==> config.mk <==
export PLATFORM = sky130hd
export DESIGN_NAME = dmem_arbiter_flat
export DESIGN_NICKNAME = d
export VERILOG_FILES = /design/src/rtl/dmem_arbiter_if.sv /design/src/rtl/dmem_arbiter.sv /design/src/flat_wrapper.sv
export SDC_FILE = /design/constraint.sdc
export NUM_CORES = 1
export LEC_CHECK = 0
export CAP_MARGIN = 20
export CORE_MARGIN = 10
export CORE_UTILIZATION = 40
export CTS_CLUSTER_DIAMETER = 30
export DETAILED_ROUTE_END_ITERATION = 8
export PLACE_DENSITY = 0.93
export SLEW_MARGIN = 20
export SYNTH_ARGS = -nofsm -noshare
export SYNTH_HDL_FRONTEND = slang
export SYNTH_SLANG_ARGS = --single-unit
==> constraint.sdc <==
create_clock -name clk -period 3.2 [get_ports clk]
set_clock_uncertainty 0.05 [all_clocks]
set_input_delay 0.8 -clock clk [delete_from_list [all_inputs] [get_ports clk]]
set_output_delay 0.8 -clock clk [all_outputs]
set_load 0.02 [all_outputs]
==> src/rtl/dmem_arbiter_if.sv <==
// Bundle of requester, host and DMEM signals around the data-memory arbiter.
interface dmem_arbiter_if #(
    parameter int unsigned N_CORES = 4,
    parameter int unsigned AW      = 16,
    parameter int unsigned DW      = 16
);
    localparam int unsigned GW = $clog2(N_CORES) + 1;

    logic [N_CORES-1:0]    core_req;
    logic [N_CORES-1:0]    core_we;
    logic [N_CORES*AW-1:0] core_addr;
    logic [N_CORES*DW-1:0] core_wdata;
    logic [N_CORES-1:0]    core_ack;
    logic [DW-1:0]         core_rdata;

    logic                  host_req;
    logic                  host_we;
    logic [AW-1:0]         host_addr;
    logic [DW-1:0]         host_wdata;
    logic                  host_ack;
    logic [DW-1:0]         host_rdata;

    logic [AW-1:0]         mem_addr;
    logic [DW-1:0]         mem_wdata;
    logic                  mem_we;
    logic                  mem_re;
    logic [DW-1:0]         mem_rdata;

    logic [GW-1:0]         grant_id;
    logic                  busy;

    // Requesters and DMEM side (testbench / surrounding system)
    modport master (
        output core_req, core_we, core_addr, core_wdata,
        output host_req, host_we, host_addr, host_wdata,
        output mem_rdata,
        input  core_ack, core_rdata, host_ack, host_rdata,
        input  mem_addr, mem_wdata, mem_we, mem_re, grant_id, busy
    );

    // Arbiter side
    modport slave (
        input  core_req, core_we, core_addr, core_wdata,
        input  host_req, host_we, host_addr, host_wdata,
        input  mem_rdata,
        output core_ack, core_rdata, host_ack, host_rdata,
        output mem_addr, mem_wdata, mem_we, mem_re, grant_id, busy
    );
endinterface

==> src/rtl/dmem_arbiter.sv <==
// Single-port DMEM arbiter: host has absolute priority, cores share round-robin,
// one 3-cycle transaction (IDLE -> ACCESS -> RESP) in flight at a time.
module dmem_arbiter #(
    parameter int unsigned N_CORES = 4,
    parameter int unsigned AW      = 16,
    parameter int unsigned DW      = 16
) (
    input  logic          clk,
    input  logic          RESET,
    dmem_arbiter_if.slave bus
);
    localparam int unsigned CW = $clog2(N_CORES);
    localparam int unsigned GW = CW + 1;
    localparam logic [GW-1:0] HOST_ID = GW'(N_CORES);
    localparam logic [CW-1:0] RR_INIT = CW'(N_CORES - 1);

    typedef enum logic [1:0] {IDLE, ACCESS, RESP} state_t;

    state_t             state_q, state_d;
    logic [CW-1:0]      rr_q, rr_d;
    logic               we_q, we_d;
    logic [GW-1:0]      owner_q, owner_d;
    logic [AW-1:0]      mem_addr_q, mem_addr_d;
    logic [DW-1:0]      mem_wdata_q, mem_wdata_d;
    logic               mem_we_q, mem_we_d;
    logic               mem_re_q, mem_re_d;
    logic [N_CORES-1:0] core_ack_q, core_ack_d;
    logic               host_ack_q, host_ack_d;
    logic [DW-1:0]      core_rdata_q, core_rdata_d;
    logic [DW-1:0]      host_rdata_q, host_rdata_d;
    logic               busy_q, busy_d;

    logic               found;
    logic [CW-1:0]      cand;
    logic [CW-1:0]      pick;
    int unsigned        idx;
    logic               rd_resp_c;

    // State and output registers; reset aborts any transaction in flight
    always_ff @(posedge clk or posedge RESET) begin
        if (RESET) begin
            state_q      <= IDLE;
            rr_q         <= RR_INIT;
            we_q         <= 1'b0;
            owner_q      <= '0;
            mem_addr_q   <= '0;
            mem_wdata_q  <= '0;
            mem_we_q     <= 1'b0;
            mem_re_q     <= 1'b0;
            core_ack_q   <= '0;
            host_ack_q   <= 1'b0;
            core_rdata_q <= '0;
            host_rdata_q <= '0;
            busy_q       <= 1'b0;
        end else begin
            state_q      <= state_d;
            rr_q         <= rr_d;
            we_q         <= we_d;
            owner_q      <= owner_d;
            mem_addr_q   <= mem_addr_d;
            mem_wdata_q  <= mem_wdata_d;
            mem_we_q     <= mem_we_d;
            mem_re_q     <= mem_re_d;
            core_ack_q   <= core_ack_d;
            host_ack_q   <= host_ack_d;
            core_rdata_q <= core_rdata_d;
            host_rdata_q <= host_rdata_d;
            busy_q       <= busy_d;
        end
    end

    // Next-state, grant selection and registered-output next values
    always_comb begin
        state_d      = state_q;
        rr_d         = rr_q;
        we_d         = we_q;
        owner_d      = owner_q;
        mem_addr_d   = '0;
        mem_wdata_d  = '0;
        mem_we_d     = 1'b0;
        mem_re_d     = 1'b0;
        core_ack_d   = '0;
        host_ack_d   = 1'b0;
        core_rdata_d = core_rdata_q;
        host_rdata_d = host_rdata_q;
        busy_d       = 1'b0;
        found        = 1'b0;
        pick         = '0;
        cand         = '0;
        idx          = 0;

        // Round-robin scan starting just after the last core served
        for (int unsigned k = 1; k <= N_CORES; k++) begin
            idx = 32'(rr_q) + k;
            if (idx >= N_CORES) idx = idx - N_CORES;
            cand = CW'(idx);
            if (!found && bus.core_req[cand]) begin
                found = 1'b1;
                pick  = cand;
            end
        end

        unique case (state_q)
            IDLE: begin
                if (bus.host_req) begin
                    state_d     = ACCESS;
                    busy_d      = 1'b1;
                    owner_d     = HOST_ID;
                    we_d        = bus.host_we;
                    mem_addr_d  = bus.host_addr;
                    mem_wdata_d = bus.host_wdata;
                    mem_we_d    = bus.host_we;
                    mem_re_d    = ~bus.host_we;
                end else if (found) begin
                    state_d     = ACCESS;
                    busy_d      = 1'b1;
                    owner_d     = {1'b0, pick};
                    we_d        = bus.core_we[pick];
                    mem_addr_d  = bus.core_addr[32'(pick) * AW +: AW];
                    mem_wdata_d = bus.core_wdata[32'(pick) * DW +: DW];
                    mem_we_d    = bus.core_we[pick];
                    mem_re_d    = ~bus.core_we[pick];
                end
            end
            ACCESS: begin
                state_d = RESP;
                busy_d  = 1'b1;
                if (owner_q == HOST_ID) host_ack_d = 1'b1;
                else                    core_ack_d[owner_q[CW-1:0]] = 1'b1;
            end
            RESP: begin
                state_d = IDLE;
                if (!we_q) begin
                    if (owner_q == HOST_ID) host_rdata_d = bus.mem_rdata;
                    else                    core_rdata_d = bus.mem_rdata;
                end
                if (owner_q != HOST_ID) rr_d = owner_q[CW-1:0];
            end
            default: state_d = IDLE;
        endcase
    end

    // Read data bypasses the holding register during the ack cycle
    assign rd_resp_c = (state_q == RESP) && !we_q;

    assign bus.core_rdata = (rd_resp_c && owner_q != HOST_ID) ? bus.mem_rdata : core_rdata_q;
    assign bus.host_rdata = (rd_resp_c && owner_q == HOST_ID) ? bus.mem_rdata : host_rdata_q;
    assign bus.core_ack   = core_ack_q;
    assign bus.host_ack   = host_ack_q;
    assign bus.mem_addr   = mem_addr_q;
    assign bus.mem_wdata  = mem_wdata_q;
    assign bus.mem_we     = mem_we_q;
    assign bus.mem_re     = mem_re_q;
    assign bus.grant_id   = owner_q;
    assign bus.busy       = busy_q;
endmodule

==> src/flat_wrapper.sv <==
// flat-port wrapper written by rule: the top's interface ports become plain ports
module dmem_arbiter_flat 
#(
    parameter int unsigned N_CORES = 4,
    parameter int unsigned AW      = 16,
    parameter int unsigned DW      = 16
)
  (clk, RESET, bus_core_req, bus_core_we, bus_core_addr, bus_core_wdata, bus_host_req, bus_host_we, bus_host_addr, bus_host_wdata, bus_mem_rdata, bus_core_ack, bus_core_rdata, bus_host_ack, bus_host_rdata, bus_mem_addr, bus_mem_wdata, bus_mem_we, bus_mem_re, bus_grant_id, bus_busy);
  dmem_arbiter_if #(.N_CORES(N_CORES), .AW(AW), .DW(DW)) bus_i ();
  input  logic clk;
  input  logic RESET;
  input wire logic [$bits(bus_i.core_req)-1:0] bus_core_req;
  input wire logic [$bits(bus_i.core_we)-1:0] bus_core_we;
  input wire logic [$bits(bus_i.core_addr)-1:0] bus_core_addr;
  input wire logic [$bits(bus_i.core_wdata)-1:0] bus_core_wdata;
  input wire logic [$bits(bus_i.host_req)-1:0] bus_host_req;
  input wire logic [$bits(bus_i.host_we)-1:0] bus_host_we;
  input wire logic [$bits(bus_i.host_addr)-1:0] bus_host_addr;
  input wire logic [$bits(bus_i.host_wdata)-1:0] bus_host_wdata;
  input wire logic [$bits(bus_i.mem_rdata)-1:0] bus_mem_rdata;
  output wire logic [$bits(bus_i.core_ack)-1:0] bus_core_ack;
  output wire logic [$bits(bus_i.core_rdata)-1:0] bus_core_rdata;
  output wire logic [$bits(bus_i.host_ack)-1:0] bus_host_ack;
  output wire logic [$bits(bus_i.host_rdata)-1:0] bus_host_rdata;
  output wire logic [$bits(bus_i.mem_addr)-1:0] bus_mem_addr;
  output wire logic [$bits(bus_i.mem_wdata)-1:0] bus_mem_wdata;
  output wire logic [$bits(bus_i.mem_we)-1:0] bus_mem_we;
  output wire logic [$bits(bus_i.mem_re)-1:0] bus_mem_re;
  output wire logic [$bits(bus_i.grant_id)-1:0] bus_grant_id;
  output wire logic [$bits(bus_i.busy)-1:0] bus_busy;
  assign bus_i.core_req = bus_core_req;
  assign bus_i.core_we = bus_core_we;
  assign bus_i.core_addr = bus_core_addr;
  assign bus_i.core_wdata = bus_core_wdata;
  assign bus_i.host_req = bus_host_req;
  assign bus_i.host_we = bus_host_we;
  assign bus_i.host_addr = bus_host_addr;
  assign bus_i.host_wdata = bus_host_wdata;
  assign bus_i.mem_rdata = bus_mem_rdata;
  assign bus_core_ack = bus_i.core_ack;
  assign bus_core_rdata = bus_i.core_rdata;
  assign bus_host_ack = bus_i.host_ack;
  assign bus_host_rdata = bus_i.host_rdata;
  assign bus_mem_addr = bus_i.mem_addr;
  assign bus_mem_wdata = bus_i.mem_wdata;
  assign bus_mem_we = bus_i.mem_we;
  assign bus_mem_re = bus_i.mem_re;
  assign bus_grant_id = bus_i.grant_id;
  assign bus_busy = bus_i.busy;
  dmem_arbiter #(.N_CORES(N_CORES), .AW(AW), .DW(DW)) u_core (.clk(clk), .RESET(RESET), .bus(bus_i));
endmodule
==> impl_metrics.env, run 1 <==
export IMPL_slew_violations=0
export IMPL_worst_path_buf_inv=2
export IMPL_seq_area_mm2=0.00200
export IMPL_multi_input_area_mm2=0.00269
export IMPL_end_kind="primary output"
export IMPL_synth_edf_count=0
export IMPL_p_sw_w=0.00250
export IMPL_syn_num_nets=628
export IMPL_drt_wl_total_mm=19.2
export IMPL_drt_iter0_markers=298
export IMPL_finalHoldViolCount=0
export IMPL_cts_root_buf="clkbuf_16"
export IMPL_layout_cells_non_filler=852
export IMPL_finalCritPeriodShare_pct=95.5
export IMPL_first_pass_iters=5
export IMPL_track_usage_pct=22.3
export IMPL_sw_frac_of_total_pct=39.1
export IMPL_grt_max_degree=55
export IMPL_vias=4802
export IMPL_clock_latency_ns=0.33
export IMPL_final_setup_viol_count=0
export IMPL_netlist_top_cells_count="78 x dfrtp_1, 64 x mux2_2, 42 x nand2_1"
export IMPL_cp_required_ns=2.35
export IMPL_ys_seq_area_share_pct=41.0
export IMPL_ant_nets=0
export IMPL_r2r_slack_ns=0.94
export IMPL_synth_area_top_cells="dfrtp_1 40%, mux2_2 15%, o211ai_2 7.4%"
export IMPL_yosysTopAreaCellShare_pct=39.9
export IMPL_via_per_inst=5.64
export IMPL_fmax_mhz=327
export IMPL_globalRouteOverflowTotal=0
export IMPL_peakVddDrop_uv=406
export IMPL_outcome="finished, final reports clean"
export IMPL_yosysMostFrequentCell="dfrtp_1"
export IMPL_numCtsBuffers=9
export IMPL_die_height_um=131
export IMPL_worst_slew_pin_slew_ns=0.975
export IMPL_die_area_mm2=0.0170
export IMPL_crit_family="simple AND/OR/NAND/NOR gates"
export IMPL_powerDensity_mw_per_mm2=791
export IMPL_portBuffers=262
export IMPL_hpwl_mm=15.1
export IMPL_fin_crit_ns=3.05
export IMPL_initial_core_util_pct=40.7
export IMPL_yosysWarnings=0
export IMPL_grt_first_pass_wirelength_mm=29.6
export IMPL_intPower_w=0.00388
export IMPL_die_w_um=131
export IMPL_power_frac_seq_pct=26.1
export IMPL_p_leak_nw=3.40
export IMPL_clk_pin_slew_ns=0.06
export IMPL_synth_ff_type="dfrtp_1"
export IMPL_slew_headroom_pct=34.8
export IMPL_path_cells="and2b_1 -> nor2b_1 -> nand3_1 -> buf_12 -> mux2_2 -> dlygate4sd2_1"
export IMPL_synth_cell_types=45
export IMPL_fillers=851
export IMPL_crit_type="reg2out"
export IMPL_grt_pass1_vias=5232
export IMPL_finalPower_w=0.00638
export IMPL_comb_power_share_pct=56.4
export IMPL_yosys_area_top_type="dfrtp_1"
export IMPL_syn_area_mm2=0.00489
export IMPL_pwr_share_clk_pct=17.4
export IMPL_postLayoutCellArea_mm2=0.00807
export IMPL_arrival_ns=2.20
export IMPL_async_flop_share_pct=100
export IMPL_crit_path_start_kind="flop"
export IMPL_cts_sinks=80
export IMPL_slowest_stage="dfrtp_1"
export IMPL_dpl_cell_area_mm2=0.00776
export IMPL_cap_violations=0
export IMPL_max_stage_delay_ns=0.41
export IMPL_io_pins=263
export IMPL_num_rows=40
export IMPL_hp_class="reg2reg"
export IMPL_routabilityCongestion=0.814
export IMPL_tritoncts="yes"
export IMPL_syn_inst=440
export IMPL_drive_gt1_share_pct=20.7
export IMPL_post_cts_buffers=0
export IMPL_grt_setup_unrepaired="no"
export IMPL_htree_levels=3
export IMPL_nets=887
export IMPL_coreArea_mm2=0.0120
export IMPL_syn_avg_cell_area_um2=11.1
export IMPL_yosys_register_bits=80
export IMPL_place_inst=834
export IMPL_clockBufferDepth=2
export IMPL_worst_path_max_fanout=32
export IMPL_antenna_found_initial=1
export IMPL_wl_per_cell_um=22.5
export IMPL_area_growth_syn_to_layout_pct=65.1
export IMPL_drc=0
-- through the flow --
stage / worst slack [ns] / utilization, % / hold WS, ns / TNS (ns)
floorplan: 0.302 / - / 0.415 / 0
global placement: -0.0676 / 64.6 / 0.431 / -0.294
detailed placement: -0.186 / 64.6 / 0.438 / -2.19
CTS: 0.108 / 67.1 / 0.457 / 0
global route: 0.00984 / 67.2 / 0.464 / 0
finish: 0.145 / 67.2 / 0.454 / 0
-- area by class of cell --
type                    count  area share (%)
repair buffers            287            35.3
multi-input cells         316            33.3
flip-flops and latches     80            24.8
clock buffers              10            2.84
well taps                 147            2.28
clock inverters             6            1.15
inverters                   5           0.248
diodes                      1          0.0310
-- kinds of logic (layout without fill, tap and decap cells) --
logic type | after synthesis | in the layout | synth area share [%]
buf+inv | 44 | 308 | 4.76
compound gates | 114 | 114 | 19.9
mux | 97 | 97 | 21.5
flops | 80 | 80 | 41.0
simple gates | 105 | 105 | 12.8
other cells | 0 | 1 | 0
-- layout by cell type (no fill, tap or decap), types with 2 or more instances in the layout --
master | Yosys | final
clkinvlp_4 | 0 | 2
inv_1 | 4 | 3
clkdlybuf4s50_1 | 0 | 230
nor3_1 | 3 | 2
mux2i_1 | 33 | 33
nand4_1 | 2 | 2
o31a_1 | 32 | 32
a21o_1 | 2 | 2
bufinv_16 | 0 | 2
and2b_1 | 2 | 2
buf_4 | 1 | 18
nand2_1 | 42 | 42
mux2_2 | 64 | 64
nor2b_1 | 4 | 4
o21ai_1 | 27 | 26
o211ai_2 | 29 | 29
dlygate4sd2_1 | 0 | 32
a22o_1 | 2 | 2
dfstp_2 | 2 | 2
and4_1 | 32 | 32
nor2_1 | 6 | 6
o21ai_0 | 8 | 8
o211ai_1 | 2 | 2
clkbuf_16 | 0 | 9
and3_1 | 3 | 3
nand2b_1 | 2 | 2
o21ai_2 | 1 | 2
nor3_4 | 0 | 2
buf_12 | 0 | 6
dfrtp_1 | 78 | 78
-- registers in the layout, summed over array words and instances (netlist names) --
signal                flops
u_core.bus.host_ack       1
u_core.bus.busy           1
u_core.core_rdata_q      16
u_core.rr_q               2
u_core.bus.core_ack       4
u_core.bus.mem_wdata     16
u_core.host_rdata_q      16
u_core.state_q            2
u_core.bus.mem_re         1
u_core.bus.mem_we         1
u_core.we_q               1
u_core.bus.grant_id       3
u_core.bus.mem_addr      16
-- path summary, 6_finish.rpt --
path | startpoint | endpoint | depth (start not counted)
setup / recovery | u_core.state_q[0] | bus_host_rdata[6] | 6
hold / removal | u_core.host_rdata_q[15] | u_core.host_rdata_q[15] | 1
min in group asynchronous | RESET | u_core.bus.mem_addr[2] | 2
setup reg to reg | u_core.rr_q[0] | u_core.we_q | 6
hold reg to reg | u_core.host_rdata_q[15] | u_core.host_rdata_q[15] | 1
max in group asynchronous | RESET | u_core.rr_q[1] | 3
-- what timing repair did --
item | CTS | global route
resized for setup | 35 | 0
endpoints found under the setup margin | 32 | 0
hold buffers | 0 | 0
-- layer usage --
metal  GRT usage [%]  routed length, µm  share of wire, %  vias up
li1                -                  -                 -     2202
met3            8.10               1960                10       32
met1            25.1               7260                38     2288
met4            7.26                480               2.5        0
met5               0                  0                 0        -
met2            38.5               9460                49      280
-- power groups by stage --
| stage | clock, W | combinational, W | sequential (W) |
|---|---|---|---|
| 2_1_floorplan | 0 | 0.00187 | 0.00190 |
| 3_3_place_gp | 0 | 0.00366 | 0.00165 |
| 3_5_place_dp | 0 | 0.00377 | 0.00168 |
| 4_1_cts | 0.00114 | 0.00361 | 0.00167 |
| 5_1_grt | 0.00118 | 0.00383 | 0.00172 |
| 6_report | 0.00111 | 0.00360 | 0.00167 |
Note: power is estimated with default switching activity, not from simulation.
==> run 2: changes to the inputs <==
--- a/config.mk
+++ b/config.mk
@@ -8,6 +8,7 @@
 export CAP_MARGIN = 20
 export CORE_MARGIN = 10
 export CORE_UTILIZATION = 40
+export CTS_BUF_LIST = sky130_fd_sc_hd__clkbuf_8 sky130_fd_sc_hd__clkbuf_16
 export CTS_CLUSTER_DIAMETER = 30
 export DETAILED_ROUTE_END_ITERATION = 8
 export PLACE_DENSITY = 0.93
==> run 2 against run 1 <==
Net effect: fmax is essentially flat; count of clock-buffer cells in the layout decreased by 1; worst setup slack about the same; global-route usage unchanged; clock power about the same; non-clock buffer count did not move; final cell count is the same; largest power group unchanged; highest routed layer unchanged.
==> impl_metrics.env, run 2 (synthesis results as in run 1) <==
export IMPL_outcome="finished, final reports clean"
export IMPL_grt_setup_unrepaired="no"
export IMPL_fmax_mhz=327
export IMPL_path_cells="and2b_1 -> nor2b_1 -> nand3_1 -> buf_12 -> mux2_2 -> dlygate4sd2_1"
export IMPL_clockBufferDepth=2
export IMPL_layout_cells_non_filler=852
export IMPL_drive_gt1_share_pct=20.7
export IMPL_tritoncts="yes"
export IMPL_hpwl_mm=15.1
export IMPL_worst_slew_pin_slew_ns=0.975
export IMPL_via_per_inst=5.65
export IMPL_die_w_um=131
export IMPL_worst_path_buf_inv=2
export IMPL_slew_violations=0
export IMPL_worst_path_max_fanout=32
export IMPL_holdPathStages=1
export IMPL_coreArea_mm2=0.0120
export IMPL_drt_iter0_markers=298
export IMPL_setup_tns_ns=0
export IMPL_arrival_ns=2.20
export IMPL_clock_latency_ns=0.33
export IMPL_cts_sinks=80
export IMPL_slowest_stage="dfrtp_1"
export IMPL_crit_family="simple AND/OR/NAND/NOR gates"
export IMPL_finalHoldViolCount=0
export IMPL_initial_core_util_pct=40.7
export IMPL_hp_class="reg2reg"
export IMPL_die_area_mm2=0.0170
export IMPL_fillers=851
export IMPL_crit_type="reg2out"
export IMPL_wl_per_cell_um=22.5
export IMPL_slew_headroom_pct=34.8
export IMPL_final_setup_viol_count=0
export IMPL_nets=887
export IMPL_cts_root_buf="clkbuf_16"
export IMPL_globalRouteOverflowTotal=0
export IMPL_max_stage_delay_ns=0.41
export IMPL_antenna_found_initial=1
export IMPL_grt_first_pass_wirelength_mm=29.6
export IMPL_finalPower_w=0.00638
export IMPL_num_rows=40
export IMPL_powerDensity_mw_per_mm2=790
export IMPL_grt_pass1_vias=5232
export IMPL_path_depth=6
export IMPL_fin_util_pct=67.2
export IMPL_cp_required_ns=2.35
export IMPL_area_growth_syn_to_layout_pct=65.1
export IMPL_final_cell_mix="230 x clkdlybuf4s50_1, 78 x dfrtp_1, 64 x mux2_2, 42 x nand2_1, 33 x mux2i_1"
export IMPL_fin_crit_ns=3.05
export IMPL_first_pass_iters=5
export IMPL_vias=4813
export IMPL_die_height_um=131
export IMPL_end_kind="primary output"
export IMPL_whs_ns=0.454
export IMPL_portBuffers=262
export IMPL_htree_levels=3
export IMPL_ant_nets=0
export IMPL_peakVddDrop_uv=407
export IMPL_routabilityCongestion=0.814
export IMPL_layout_commonest_cell="clkdlybuf4s50_1"
export IMPL_clk_pin_slew_ns=0.06
export IMPL_finalCritPeriodShare_pct=95.5
export IMPL_crit_path_start_kind="flop"
export IMPL_place_inst=834
export IMPL_io_pins=263
export IMPL_p_leak_nw=3.41
export IMPL_rr_worst_depth=6
export IMPL_track_usage_pct=22.3
export IMPL_cap_violations=0
export IMPL_drc=0
export IMPL_post_cts_buffers=0
export IMPL_numCtsBuffers=9
export IMPL_drt_wl_total_mm=19.2
export IMPL_grt_max_degree=55
run 2: cell count changes in the layout (fill, tap and decap cells not counted):
cell	before	now
clkbuf_1	1	0
inv_1	3	4
run 2: final cells by class:
type | count | area (µm²) | share of cell area [%]
Clock buffer | 9 | 225 | 2.79
Timing Repair Buffer | 287 | 2850 | 35.3
Clock inverter | 7 | 96.3 | 1.19
Inverter | 5 | 20.0 | 0.248
Antenna cell | 1 | 2.50 | 0.0310
Multi-Input combinational cell | 316 | 2690 | 33.3
Tap cell | 147 | 184 | 2.28
Sequential cell | 80 | 2000 | 24.8
run 2: through the flow:
stage / setup WS [ns] / instance area [µm²]
5_1_grt: 0.00984 / 8070
2_1_floorplan: 0.302 / 4890
3_5_place_dp: -0.186 / 7760
6_report: 0.145 / 8070
3_3_place_gp: -0.0676 / 7760
4_1_cts: 0.108 / 8050
run 2: worst paths after layout:
kind | from | to | slack, ns
setup / recovery | u_core.state_q[0] | bus_host_rdata[6] | 0.15
hold / removal | u_core.host_rdata_q[15] | u_core.host_rdata_q[15] | 0.45
setup reg to reg | u_core.rr_q[0] | u_core.we_q | 0.94
hold reg to reg | u_core.host_rdata_q[15] | u_core.host_rdata_q[15] | 0.45
max in group asynchronous | RESET | u_core.rr_q[1] | 1.63
min in group asynchronous | RESET | u_core.bus.mem_addr[2] | 0.76
run 2: routing by layer:
layer  share of wire [%]  vias up  track usage [%]
met5                   0        -                0
met4                 2.5        0             7.26
met3                  10       34             8.10
met2                  49      287             38.5
met1                  38     2290             25.1
li1                    -     2202                -
run 2: repair_timing:
action,CTS,global route
hold buffers,0,0
resized for setup,35,0
endpoints found under the setup margin,32,0
run 2: where the power goes:
part | switching, W | internal, W
clock | 0.000425 | 0.000685
sequential | 0.000205 | 0.00146
combinational | 0.00187 | 0.00173
total | 0.00250 | 0.00388
